File: config.mk
export PLATFORM = sky130hd
export DESIGN_NAME = m_fetch_controller_flat
export DESIGN_NICKNAME = d
export VERILOG_FILES = /design/src/rtl/m_fetch_controller_pkg.sv /design/src/rtl/m_fetch_controller_if.sv /design/src/rtl/m_redirect_arbiter.sv /design/src/rtl/m_fetch_controller.sv /design/src/flat_wrapper.sv
export SDC_FILE = /design/constraint.sdc
export NUM_CORES = 1
export LEC_CHECK = 0
export CORE_ASPECT_RATIO = 0.5
export CORE_MARGIN = 5
export CORE_UTILIZATION = 39
export DETAILED_ROUTE_END_ITERATION = 6
export PLACE_DENSITY = 0.77
export SYNTH_ARGS = -nofsm -noshare
export SYNTH_HDL_FRONTEND = slang
export SYNTH_SLANG_ARGS = --single-unit
File: constraint.sdc
create_clock -name clk -period 2.75 [get_ports clk]
set_clock_uncertainty 0.05 [all_clocks]
set_input_delay 0.275 -clock clk [delete_from_list [all_inputs] [get_ports clk]]
set_output_delay 0.275 -clock clk [all_outputs]
set_load 0.01 [all_outputs]
File: src/rtl/m_fetch_controller_pkg.sv
`default_nettype none
// ============================================================================
// m_fetch_controller_pkg : shared fetch FSM states, redirect kinds, panic vector
// Revision 1.0
// ============================================================================
package m_fetch_controller_pkg;

    typedef enum logic [2:0] {
        ST_IDLE  = 3'd0,
        ST_REQ   = 3'd1,
        ST_WAIT  = 3'd2,
        ST_HOLD  = 3'd3,
        ST_DRAIN = 3'd4
    } fetch_state_e;

    // Encoding doubles as priority rank: a larger value wins.
    typedef enum logic [2:0] {
        RD_NONE  = 3'd0,
        RD_PANIC = 3'd1,
        RD_JMP   = 3'd2,
        RD_BR    = 3'd3,
        RD_EXC   = 3'd4
    } redir_kind_e;

    localparam logic [31:0] PANIC_PC_DEFAULT = 32'h00002000;

    function automatic logic kind_outranks(input redir_kind_e a, input redir_kind_e b);
        return a > b;
    endfunction

endpackage

`default_nettype wire

File: src/rtl/m_fetch_controller_if.sv
`default_nettype none
// ============================================================================
// m_fetch_controller_if : I-cache request/response and decode handoff bus
// Revision 1.0
// ============================================================================
interface m_fetch_controller_if;

    logic        ic_req;
    logic [31:0] ic_addr;
    logic        ic_ready;
    logic        ic_rvalid;
    logic [31:0] ic_rdata;
    logic        if_valid;
    logic [31:0] if_instr;
    logic [31:0] if_pc;
    logic        if_ready;

    modport master (
        output ic_req, ic_addr, if_valid, if_instr, if_pc,
        input  ic_ready, ic_rvalid, ic_rdata, if_ready
    );

    modport slave (
        input  ic_req, ic_addr, if_valid, if_instr, if_pc,
        output ic_ready, ic_rvalid, ic_rdata, if_ready
    );

endinterface

`default_nettype wire

File: src/rtl/m_redirect_arbiter.sv
`default_nettype none
// ============================================================================
// m_redirect_arbiter : picks the winning redirect and ranks it against a pending one
// Revision 1.0
// ============================================================================
module m_redirect_arbiter
    import m_fetch_controller_pkg::*;
#(
    parameter logic [31:0] PANIC_PC = PANIC_PC_DEFAULT
) (
    input  logic        exc_valid,
    input  logic [31:0] exc_target,
    input  logic        br_valid,
    input  logic [12:0] br_offset,
    input  logic        jmp_valid,
    input  logic [31:0] jmp_target,
    input  logic        panic_req,
    input  redir_kind_e pend_kind,
    output redir_kind_e sel_kind,
    output logic [31:0] sel_target,
    output logic        sel_outranks
);

    always_comb begin
        sel_kind   = RD_NONE;
        sel_target = '0;
        if (exc_valid) begin
            sel_kind   = RD_EXC;
            sel_target = exc_target;
        end else if (br_valid) begin
            sel_kind   = RD_BR;
            sel_target = {19'd0, br_offset};
        end else if (jmp_valid) begin
            sel_kind   = RD_JMP;
            sel_target = jmp_target;
        end else if (panic_req) begin
            sel_kind   = RD_PANIC;
            sel_target = PANIC_PC;
        end
    end

    assign sel_outranks = kind_outranks(sel_kind, pend_kind);

endmodule

`default_nettype wire

File: src/rtl/m_fetch_controller.sv
`default_nettype none
// ============================================================================
// m_fetch_controller : I-cache fetch FSM with redirect draining and timeout flag
// Revision 1.0
// ============================================================================
module m_fetch_controller
    import m_fetch_controller_pkg::*;
#(
    parameter logic [31:0] PANIC_PC = PANIC_PC_DEFAULT,
    parameter int unsigned TIMEOUT  = 64
) (
    input  logic                       clk,
    input  logic                       reset_n,
    input  logic [31:0]                pc,
    input  logic                       exc_valid,
    input  logic [31:0]                exc_target,
    input  logic                       br_valid,
    input  logic [12:0]                br_offset,
    input  logic                       jmp_valid,
    input  logic [31:0]                jmp_target,
    input  logic                       panic_req,
    m_fetch_controller_if.master       bus,
    output logic                       pc_stall,
    output logic                       pc_branch,
    output logic                       pc_jump,
    output logic                       pc_exception,
    output logic                       pc_panic,
    output logic [12:0]                pc_branch_target,
    output logic [31:0]                pc_jump_target,
    output logic [31:0]                pc_exception_target,
    output logic                       fetch_timeout
);

    localparam int unsigned     CNT_W    = (TIMEOUT > 2) ? $clog2(TIMEOUT) : 1;
    localparam logic [CNT_W-1:0] CNT_LAST = CNT_W'(TIMEOUT - 1);
    localparam logic [CNT_W-1:0] CNT_ARM  = CNT_W'(TIMEOUT - 2);

    fetch_state_e     r_state, w_next;
    redir_kind_e      r_pend_kind;
    logic [31:0]      r_pend_tgt;
    logic [31:0]      r_hold_instr;
    logic [31:0]      r_hold_pc;
    logic [CNT_W-1:0] r_cnt;
    logic             r_timeout;

    redir_kind_e      w_sel_kind;
    logic [31:0]      w_sel_tgt;
    logic             w_sel_outranks;
    logic             w_redir;
    redir_kind_e      w_apply_kind;
    logic [31:0]      w_apply_tgt;
    logic             w_latch;
    logic             w_clr;
    logic             w_capture;
    logic             w_waiting;

    m_redirect_arbiter #(
        .PANIC_PC (PANIC_PC)
    ) u_arb (
        .exc_valid    (exc_valid),
        .exc_target   (exc_target),
        .br_valid     (br_valid),
        .br_offset    (br_offset),
        .jmp_valid    (jmp_valid),
        .jmp_target   (jmp_target),
        .panic_req    (panic_req),
        .pend_kind    (r_pend_kind),
        .sel_kind     (w_sel_kind),
        .sel_target   (w_sel_tgt),
        .sel_outranks (w_sel_outranks)
    );

    assign w_redir   = (w_sel_kind != RD_NONE);
    assign w_waiting = (r_state == ST_WAIT) || (r_state == ST_DRAIN);

    always_ff @(posedge clk or negedge reset_n) begin
        if (!reset_n) begin
            r_state <= ST_IDLE;
        end else begin
            r_state <= w_next;
        end
    end

    always_comb begin
        w_next       = r_state;
        pc_stall     = 1'b1;
        w_apply_kind = RD_NONE;
        w_apply_tgt  = '0;
        w_latch      = 1'b0;
        w_clr        = 1'b0;
        w_capture    = 1'b0;
        bus.ic_req   = 1'b0;
        bus.ic_addr  = '0;
        bus.if_valid = 1'b0;
        bus.if_instr = '0;
        bus.if_pc    = '0;

        case (r_state)
            ST_IDLE: begin
                // Strobes must stay quiet while reset is held, even if a redirect is asserted.
                if (reset_n && w_redir) begin
                    w_apply_kind = w_sel_kind;
                    w_apply_tgt  = w_sel_tgt;
                    pc_stall     = 1'b0;
                end
                w_next = ST_REQ;
            end

            ST_REQ: begin
                bus.ic_req  = 1'b1;
                bus.ic_addr = pc;
                if (bus.ic_ready) begin
                    if (w_redir) begin
                        w_latch = 1'b1;
                        w_next  = ST_DRAIN;
                    end else begin
                        w_next  = ST_WAIT;
                    end
                end else if (w_redir) begin
                    w_apply_kind = w_sel_kind;
                    w_apply_tgt  = w_sel_tgt;
                    pc_stall     = 1'b0;
                    w_next       = ST_REQ;
                end
            end

            ST_WAIT: begin
                if (w_redir) begin
                    if (bus.ic_rvalid) begin
                        w_apply_kind = w_sel_kind;
                        w_apply_tgt  = w_sel_tgt;
                        pc_stall     = 1'b0;
                        w_next       = ST_REQ;
                    end else begin
                        w_latch = 1'b1;
                        w_next  = ST_DRAIN;
                    end
                end else if (bus.ic_rvalid) begin
                    bus.if_valid = 1'b1;
                    bus.if_instr = bus.ic_rdata;
                    bus.if_pc    = pc;
                    if (bus.if_ready) begin
                        pc_stall = 1'b0;
                        w_next   = ST_REQ;
                    end else begin
                        w_capture = 1'b1;
                        w_next    = ST_HOLD;
                    end
                end
            end

            ST_HOLD: begin
                if (w_redir) begin
                    w_apply_kind = w_sel_kind;
                    w_apply_tgt  = w_sel_tgt;
                    pc_stall     = 1'b0;
                    w_next       = ST_REQ;
                end else begin
                    bus.if_valid = 1'b1;
                    bus.if_instr = r_hold_instr;
                    bus.if_pc    = r_hold_pc;
                    if (bus.if_ready) begin
                        pc_stall = 1'b0;
                        w_next   = ST_REQ;
                    end
                end
            end

            ST_DRAIN: begin
                if (bus.ic_rvalid) begin
                    // A stronger redirect arriving with the response wins over the pending one.
                    if (w_sel_outranks) begin
                        w_apply_kind = w_sel_kind;
                        w_apply_tgt  = w_sel_tgt;
                    end else begin
                        w_apply_kind = r_pend_kind;
                        w_apply_tgt  = r_pend_tgt;
                    end
                    pc_stall = 1'b0;
                    w_clr    = 1'b1;
                    w_next   = ST_REQ;
                end else if (w_sel_outranks) begin
                    w_latch = 1'b1;
                end
            end

            default: begin
                w_next = ST_IDLE;
            end
        endcase
    end

    assign pc_exception        = (w_apply_kind == RD_EXC);
    assign pc_branch           = (w_apply_kind == RD_BR);
    assign pc_jump             = (w_apply_kind == RD_JMP);
    assign pc_panic            = (w_apply_kind == RD_PANIC);
    assign pc_exception_target = pc_exception ? w_apply_tgt        : '0;
    assign pc_jump_target      = pc_jump      ? w_apply_tgt        : '0;
    assign pc_branch_target    = pc_branch    ? w_apply_tgt[12:0]  : '0;

    always_ff @(posedge clk or negedge reset_n) begin
        if (!reset_n) begin
            r_pend_kind <= RD_NONE;
            r_pend_tgt  <= '0;
        end else if (w_clr) begin
            r_pend_kind <= RD_NONE;
            r_pend_tgt  <= '0;
        end else if (w_latch) begin
            r_pend_kind <= w_sel_kind;
            r_pend_tgt  <= w_sel_tgt;
        end
    end

    always_ff @(posedge clk or negedge reset_n) begin
        if (!reset_n) begin
            r_hold_instr <= '0;
            r_hold_pc    <= '0;
        end else if (w_capture) begin
            r_hold_instr <= bus.ic_rdata;
            r_hold_pc    <= pc;
        end
    end

    // The flag rises in the same cycle the counter lands on its last value.
    always_ff @(posedge clk or negedge reset_n) begin
        if (!reset_n) begin
            r_cnt     <= '0;
            r_timeout <= 1'b0;
        end else if (w_waiting && !bus.ic_rvalid) begin
            if (r_cnt != CNT_LAST) begin
                r_cnt <= r_cnt + 1'b1;
            end
            if (r_cnt == CNT_ARM) begin
                r_timeout <= 1'b1;
            end
        end else begin
            r_cnt <= '0;
        end
    end

    assign fetch_timeout = r_timeout;

endmodule

`default_nettype wire

File: src/flat_wrapper.sv
// flat-port wrapper written by rule: the top's interface ports become plain ports
module m_fetch_controller_flat import m_fetch_controller_pkg::*;
#(
    parameter logic [31:0] PANIC_PC = PANIC_PC_DEFAULT,
    parameter int unsigned TIMEOUT  = 64
)
  (clk, reset_n, pc, exc_valid, exc_target, br_valid, br_offset, jmp_valid, jmp_target, panic_req, pc_stall, pc_branch, pc_jump, pc_exception, pc_panic, pc_branch_target, pc_jump_target, pc_exception_target, fetch_timeout, bus_ic_req, bus_ic_addr, bus_if_valid, bus_if_instr, bus_if_pc, bus_ic_ready, bus_ic_rvalid, bus_ic_rdata, bus_if_ready);
  m_fetch_controller_if bus_i ();
  input  logic clk;
  input  logic reset_n;
  input  logic [31:0] pc;
  input  logic exc_valid;
  input  logic [31:0] exc_target;
  input  logic br_valid;
  input  logic [12:0] br_offset;
  input  logic jmp_valid;
  input  logic [31:0] jmp_target;
  input  logic panic_req;
  output logic pc_stall;
  output logic pc_branch;
  output logic pc_jump;
  output logic pc_exception;
  output logic pc_panic;
  output logic [12:0] pc_branch_target;
  output logic [31:0] pc_jump_target;
  output logic [31:0] pc_exception_target;
  output logic fetch_timeout;
  output wire logic [$bits(bus_i.ic_req)-1:0] bus_ic_req;
  output wire logic [$bits(bus_i.ic_addr)-1:0] bus_ic_addr;
  output wire logic [$bits(bus_i.if_valid)-1:0] bus_if_valid;
  output wire logic [$bits(bus_i.if_instr)-1:0] bus_if_instr;
  output wire logic [$bits(bus_i.if_pc)-1:0] bus_if_pc;
  input wire logic [$bits(bus_i.ic_ready)-1:0] bus_ic_ready;
  input wire logic [$bits(bus_i.ic_rvalid)-1:0] bus_ic_rvalid;
  input wire logic [$bits(bus_i.ic_rdata)-1:0] bus_ic_rdata;
  input wire logic [$bits(bus_i.if_ready)-1:0] bus_if_ready;
  assign bus_ic_req = bus_i.ic_req;
  assign bus_ic_addr = bus_i.ic_addr;
  assign bus_if_valid = bus_i.if_valid;
  assign bus_if_instr = bus_i.if_instr;
  assign bus_if_pc = bus_i.if_pc;
  assign bus_i.ic_ready = bus_ic_ready;
  assign bus_i.ic_rvalid = bus_ic_rvalid;
  assign bus_i.ic_rdata = bus_ic_rdata;
  assign bus_i.if_ready = bus_if_ready;
  m_fetch_controller #(.PANIC_PC(PANIC_PC), .TIMEOUT(TIMEOUT)) u_core (.clk(clk), .reset_n(reset_n), .pc(pc), .exc_valid(exc_valid), .exc_target(exc_target), .br_valid(br_valid), .br_offset(br_offset), .jmp_valid(jmp_valid), .jmp_target(jmp_target), .panic_req(panic_req), .bus(bus_i), .pc_stall(pc_stall), .pc_branch(pc_branch), .pc_jump(pc_jump), .pc_exception(pc_exception), .pc_panic(pc_panic), .pc_branch_target(pc_branch_target), .pc_jump_target(pc_jump_target), .pc_exception_target(pc_exception_target), .fetch_timeout(fetch_timeout));
endmodule
# Word-level counts from Yosys, hierarchy flattened

Cells that the tools add are included.

Bits in registers: 109
Bits in latches: 0
Bits in writable memories: 0
Bits in read-only memories: 0
Input bits: 150
Output and inout port bits: 181
Logic and storage cells: 109
Memories: 0

$add $sub $neg: 1
Multipliers: 0
Div/mod/pow operators: 0
$lt $le $gt $ge: 1
Eq/ne operators: 15
Shifts and indexed selects: 0
Multiplexer cells: 76
Bitwise logic cells: 0
Reduce and logical (&&, ||, !) cells: 9

Operators by type and width:

| operator                                                                | number |
|---|---|
| 32-bit 2-to-1 mux                                                       | 21 |
| 32-bit case mux with 5 select lines                                     | 1 |
| 32-bit case mux with 2 select lines                                     | 2 |
| 3-bit 2-to-1 mux                                                        | 19 |
| 3-bit case mux with 5 select lines                                      | 2 |
| 1-bit 2-to-1 mux                                                        | 21 |
| 14-bit 2-to-1 mux                                                       | 1 |
| 13-bit 2-to-1 mux                                                       | 1 |
| 3-bit by 2-bit == test with 1-bit output, second input constant         | 4 |
| 6-bit 2-to-1 mux                                                        | 2 |
| 3-bit by 2-bit inequality test with 1-bit output, second input constant | 3 |
| 6-bit by 1-bit adder with 6-bit output, second input constant           | 1 |
| 3-bit by 1-bit == test with 1-bit output, second input constant         | 2 |
| 3-bit == test, second input constant                                    | 2 |
| 6-bit == test, second input constant                                    | 1 |
| 2-bit 2-to-1 mux                                                        | 3 |
| 6-bit inequality test, second input constant                            | 1 |
| 1-bit case mux with 5 select lines                                      | 1 |
| 2-bit inequality test, second input constant                            | 2 |
| 4-bit AND reduction                                                     | 1 |
| 3-bit greater-than comparator                                           | 1 |
| 3-bit logical NOT                                                       | 1 |
| 1-bit case mux with 3 select lines                                      | 1 |
| 3-bit nonzero test                                                      | 1 |
| other kinds (6)                                                         | 7 |

# Longest topological paths before layout

Gate-level depths: netlist of run 1.

Word-level depth: 10
Gate-level depth with buffers: 11
Gate-level depth less buffers: 8

# Cells and area by module

Synthesis of run 1 repeated with hierarchy kept, for this count alone.

Cell total of the unflattened synthesis: 801
Area, all modules: 7,573.5 µm²

By module, submodules not included:

| module             | times used | cells an instance | area each (µm²) | seq. area each (µm²) |
|---|---|---|---|---|
| m_fetch_controller | 1          | 676               | 6,767.7         | 2,727.6 |
| m_redirect_arbiter | 1          | 125               | 805.8           | 0.0 |

# Least setup slack after synthesis of run 1

No wires, ideal clock.

Path kind: input to output
Start point: input jmp_valid
End point: output pc_jump_target[22]
Arrival: 2.457 ns
Data required time: 2.425 ns
Path slack: -0.032 ns
Cell stages on the path: 11
Path through: buf_2 o21bai_1 inv_1 ha_1 and3b_1 o21ai_1 buf_2 buf_2 clkbuf_1 a311oi_1 nor3_1

Word-level cells in the longest chain between the ends: 9

RTL lines:

| what                                                                       | RTL line                                                                        | source |
|---|---|---|
| from (decl)                                                                | flat_wrapper.sv:16                                                              | `input logic jmp_valid;` |
| 2-bit 2-to-1 mux                                                           | m_redirect_arbiter.sv:33                                                        | `end else if (jmp_valid) begin` |
| 2-bit 2-to-1 mux                                                           | m_redirect_arbiter.sv:30                                                        | `end else if (br_valid) begin` |
| 3-bit 2-to-1 mux                                                           | m_redirect_arbiter.sv:27                                                        | `if (exc_valid) begin` |
| 3-bit greater-than comparator / 3-bit nonzero test (equally long branches) | m_fetch_controller_pkg.sv:28, m_fetch_controller.sv:73                          |  |
| 3-bit 2-to-1 mux, or another cell as far along                             | m_fetch_controller.sv:172                                                       | `if (w_sel_outranks) begin` |
| 3-bit 2-to-1 mux, on equally long branches                                 | m_fetch_controller.sv:170, m_fetch_controller.sv:101, m_fetch_controller.sv:112 |  |
| 3-bit case mux with 5 select lines                                         | m_fetch_controller.sv:98                                                        | `case (r_state)` |
| 3-bit by 2-bit == test with 1-bit output                                   | m_fetch_controller.sv:195                                                       | `assign pc_jump = (w_apply_kind == RD_JMP);` |
| 32-bit 2-to-1 mux *                                                        | m_fetch_controller.sv:198                                                       | `assign pc_jump_target = pc_jump ? w_apply_tgt : '0;` |
| to (decl)                                                                  | flat_wrapper.sv:25                                                              | `output logic [31:0] pc_jump_target;` |

Mark *: on every way between the ends. The rest lies on a longest branch, timed or not.

# Worst setup path after layout of run 1

Start point: register u_core.r_pend_kind[2]
End point: output pc_exception_target[12]

Word-level cells in the longest chain between the ends: 6

RTL lines:

| what                               | RTL line                     | source |
|---|---|---|
| from (decl)                        | m_fetch_controller.sv:39     | `redir_kind_e r_pend_kind;` |
| from (signal assigned)             | m_fetch_controller.sv:209    | `r_pend_kind <= w_sel_kind;` |
| 3-bit greater-than comparator      | m_fetch_controller_pkg.sv:28 | `return a > b;` |
| 3-bit 2-to-1 mux                   | m_fetch_controller.sv:172    |  |
| 3-bit 2-to-1 mux                   | m_fetch_controller.sv:170    | `if (bus.ic_rvalid) begin` |
| 3-bit case mux with 5 select lines | m_fetch_controller.sv:98     |  |
| 3-bit == test                      | m_fetch_controller.sv:193    | `assign pc_exception = (w_apply_kind == RD_EXC);` |
| 32-bit 2-to-1 mux *                | m_fetch_controller.sv:197    | `assign pc_exception_target = pc_exception ? w_apply_tgt : '0;` |
| to (decl)                          | flat_wrapper.sv:26           | `output logic [31:0] pc_exception_target;` |

Marks and branches as above.

==> flow_metrics.tcl, run 1 <==
set metrics [dict create \
    status "finished, violations left" \
    violations "negative hold slack, negative setup slack" \
    synthFlopType "dfrtp_1" \
    grt_pass1_vias 8492 \
    cts_max_path_buffers 2 \
    ant_nets 0 \
    vias 8856 \
    clockRootBuffer "clkbuf_16" \
    die_x_microns 208 \
    cts_tree "built" \
    grt_antenna_before_repair 0 \
    cts_hold_buf 0 \
    fin_crit_sh 1.13 \
    path_delay_family "compound AO/OA/AOI/OAI gates" \
    setup-violations-final 102 \
    die-area_sq_um 22700 \
    post-synth-top-count-cell "dfrtp_1" \
    post_synth_num_cell_types 49 \
    path_class "reg -> out" \
    numCtsBuffers 9 \
    cpPeakStageDelay_ns 0.44 \
    post-route-min-period_ns 3.09 \
    path_cells "inv_2 -> ha_4 -> and3b_2 -> o21ai_4 -> buf_6 -> nand3_2 -> a211o_4 -> clkbuf_16 -> nor3_2 -> buf_2" \
    synthArstFlopShare 1.00 \
    first_pass_iters 5 \
    postRouteWirelength_microns 31700 \
    grt_max_degree 66 \
    initial_utilization 0.395 \
    cp_max_fo 6 \
    p_per_area_nw_per_um2 661 \
    r2r-start "u_core.r_pend_kind[2]" \
    syn_area_sq_um 7650 \
    grt.total_usage 0.242 \
    cp.buffers_inverters 4 \
    avgSynthCellArea_sq_um 9.21 \
    path_clk_slew_ns 0.09 \
    synth_common_cells "dfrtp_1 (109), nor3_1 (70), a22o_1 (65)" \
    synth-edff-count 0 \
    dp_slack_ns -0.939 \
    critPathSlowestCell "a211o_4" \
    vias_per_cell 5.85 \
    final_nets 1398 \
    ys_ff_latch 109 \
    arrival_ns 2.77 \
    ys_seq_area_frac 0.356 \
    io_pins 331 \
    fillers 1410 \
    relSlewSlack 0.413 \
    crit_start "u_core.r_pend_kind[2]" \
    rows 36 \
    maxCapViolCount 0 \
    n_antenna_cell 0 \
    synth_fp_nets 986 \
    htreeDepth 3 \
    worst_setup_path_end_kind "output port" \
    layout_setup_ws_ns -0.344 \
    drive_above_1_share 0.352 \
    cts_num_sinks 109 \
    grt_pass1_wl_microns 45200 \
    syn_to_final_growth_pct 72.4 \
    drc_errors 0 \
    worstMarginPinSlew_ns 0.880 \
    place.detailed.hpwl_microns 20700 \
    io_buffers 330 \
    max_clock_freq_mhz 323 \
    core-area_sq_um 19400 \
    hold_viol_final 43 \
    p_total_mw 8.72 \
    wl_per_cell_microns 21.0 \
    min_path_type "in -> async" \
    clock_latency_ns 0.36 \
    ir_drop_uv 497 \
    yosysTopAreaCell "dfrtp_1" \
    routabilityCongestion 0.892 \
    synth.area.top_cells "dfrtp_1 (36%), mux2_2 (8.1%), a22o_1 (7.4%), nor3_1 (4.6%), nor3_2 (4.6%)" \
    tns_ns -19.92 \
    synth_top_area_share 0.356 \
    rsz0062_at_grt "yes" \
    leakage_nw 6.33 \
    final_util 0.681 \
    syn_inst 831 \
    cp.required_ns 2.42 \
    synth-warning-count 0 \
    hold-worst-slack_ns -0.0239 \
    grt-ovfl-total 0 \
    maxSlewViolCount 0 \
    die_y_microns 109 \
    drt_iter0_markers 961 \
    start_kind "register" \
]
[timing repair]
action	CTS	global route
cloned	4	9
hold endpoints to repair	0	0
gates resized for setup	415	108
setup buffers	22	18
pin swaps	59	49
setup endpoints to repair	147	149
[power breakdown]
group | internal, mW | switching (mW)
registers | 1.84 | 0.167
logic | 2.59 | 2.77
clock network | 0.657 | 0.704
total | 5.08 | 3.64
[layout make-up]
type                       instances  area, sq um  area share
multi-input combinational        628         5080       0.385
clock inverter                     7         86.3     0.00655
tap                              266          333      0.0252
clock buffer                       9          225      0.0171
inverter                           8         30.0     0.00228
sequential                       109         2730       0.207
timing repair buffer             487         4710       0.357
[state kept, by name (all words and copies together), names as in the netlist]
name	flops
u_core.r_hold_instr	32
u_core.r_state	3
u_core.fetch_timeout	1
u_core.r_hold_pc	32
u_core.r_pend_tgt	32
u_core.r_cnt	6
u_core.r_pend_kind	3
[per-layer routing]
metal  routed length [microns]  part of all wire  global-route usage  vias up
met5                         0                 0                   0        -
met4                      1220             0.038              0.0970        0
met3                      2220             0.070              0.0423      101
met2                     16000              0.50               0.425      491
met1                     12400              0.39               0.301     4324
li1                          -                 -                   -     3940
[per-stage QoR]
step | hold WS [ns] | cells | area [sq um]
2_1_floorplan | -0.0706 | 831 | 7670
3_3_place_gp | 0.405 | 1454 | 12000
3_5_place_dp | 0.391 | 1454 | 12000
4_1_cts | 0.00305 | 1492 | 12500
5_1_grt | 0.0243 | 1514 | 13200
6_report | -0.0239 | 1514 | 13200
[cell families (layout without fill, tap and decap cells)]
group | after synthesis | after routing | share of synthesized area
AND/OR/NAND/NOR | 320 | 320 | 0.244
XOR/XNOR | 1 | 1 | 0.00114
AO/OA/AOI/OAI | 223 | 224 | 0.215
flip-flops | 109 | 109 | 0.356
adder cells (fa/ha/maj) | 5 | 5 | 0.00818
multiplexers | 78 | 78 | 0.112
buffers and inverters | 95 | 511 | 0.0623
[path summary, 6_finish.rpt]
kind                                           end  slack (ns)  cells after the start
setup / recovery           pc_exception_target[12]       -0.34                     10
hold / removal                u_core.r_hold_pc[10]       -0.02                      2
setup reg to reg             u_core.r_pend_tgt[17]        0.46                     10
hold reg to reg               u_core.fetch_timeout        0.43                      1
max in group asynchronous        u_core.r_state[1]        1.34                      3
min in group clk              u_core.fetch_timeout        0.43                      1
[worst register-to-register path, delay by kind of cell (launching register included)]
| family | cells | cell delay [ns] |
|---|---|---|
| and+or+nand+nor | 2 | 0.37 |
| buffers and inverters | 4 | 0.57 |
| DFF | 1 | 0.41 |
| AOI/OAI and AO/OA | 3 | 0.60 |
| adders and majority gates | 1 | 0.21 |
[placed cells by master, fill, tap and decap left out, types with 3 or more instances in the layout]
cell type / Yosys / layout
mux2i_1: 14 / 12
ha_1: 5 / 3
buf_4: 6 / 108
nand3_1: 43 / 40
and3_1: 5 / 4
nand2b_1: 14 / 14
clkbuf_16: 0 / 17
a22o_1: 65 / 64
dlygate4sd2_1: 0 / 4
o21ai_0: 53 / 53
nor2_1: 54 / 44
mux2_2: 55 / 55
a21oi_1: 3 / 3
dfrtp_1: 109 / 107
buf_6: 6 / 20
o211ai_1: 27 / 27
nor3_4: 0 / 21
and3b_1: 14 / 13
and2_1: 51 / 50
nor2b_1: 5 / 3
inv_1: 8 / 5
nor3_1: 70 / 41
a311oi_1: 18 / 5
a311oi_2: 0 / 11
nand2_1: 20 / 18
nor2_2: 0 / 9
a31oi_1: 21 / 20
inv_2: 0 / 3
buf_12: 0 / 22
dlymetal6s2s_1: 0 / 38
mux2_1: 9 / 9
a21o_1: 15 / 14
nor3_2: 35 / 43
clkdlybuf4s50_1: 0 / 203
buf_2: 42 / 78
No activity file was read; power rests on OpenSTA's default activity.
==> inputs of run 2 (changes only) <==
Settings changed: CTS_BUF_LIST from default to sky130_fd_sc_hd__clkbuf_8 sky130_fd_sc_hd__clkbuf_16, CTS_CLUSTER_DIAMETER from default to 100.
==> results of run 2 <==
Final layout, timing and power as in run 1 (identical DEF).
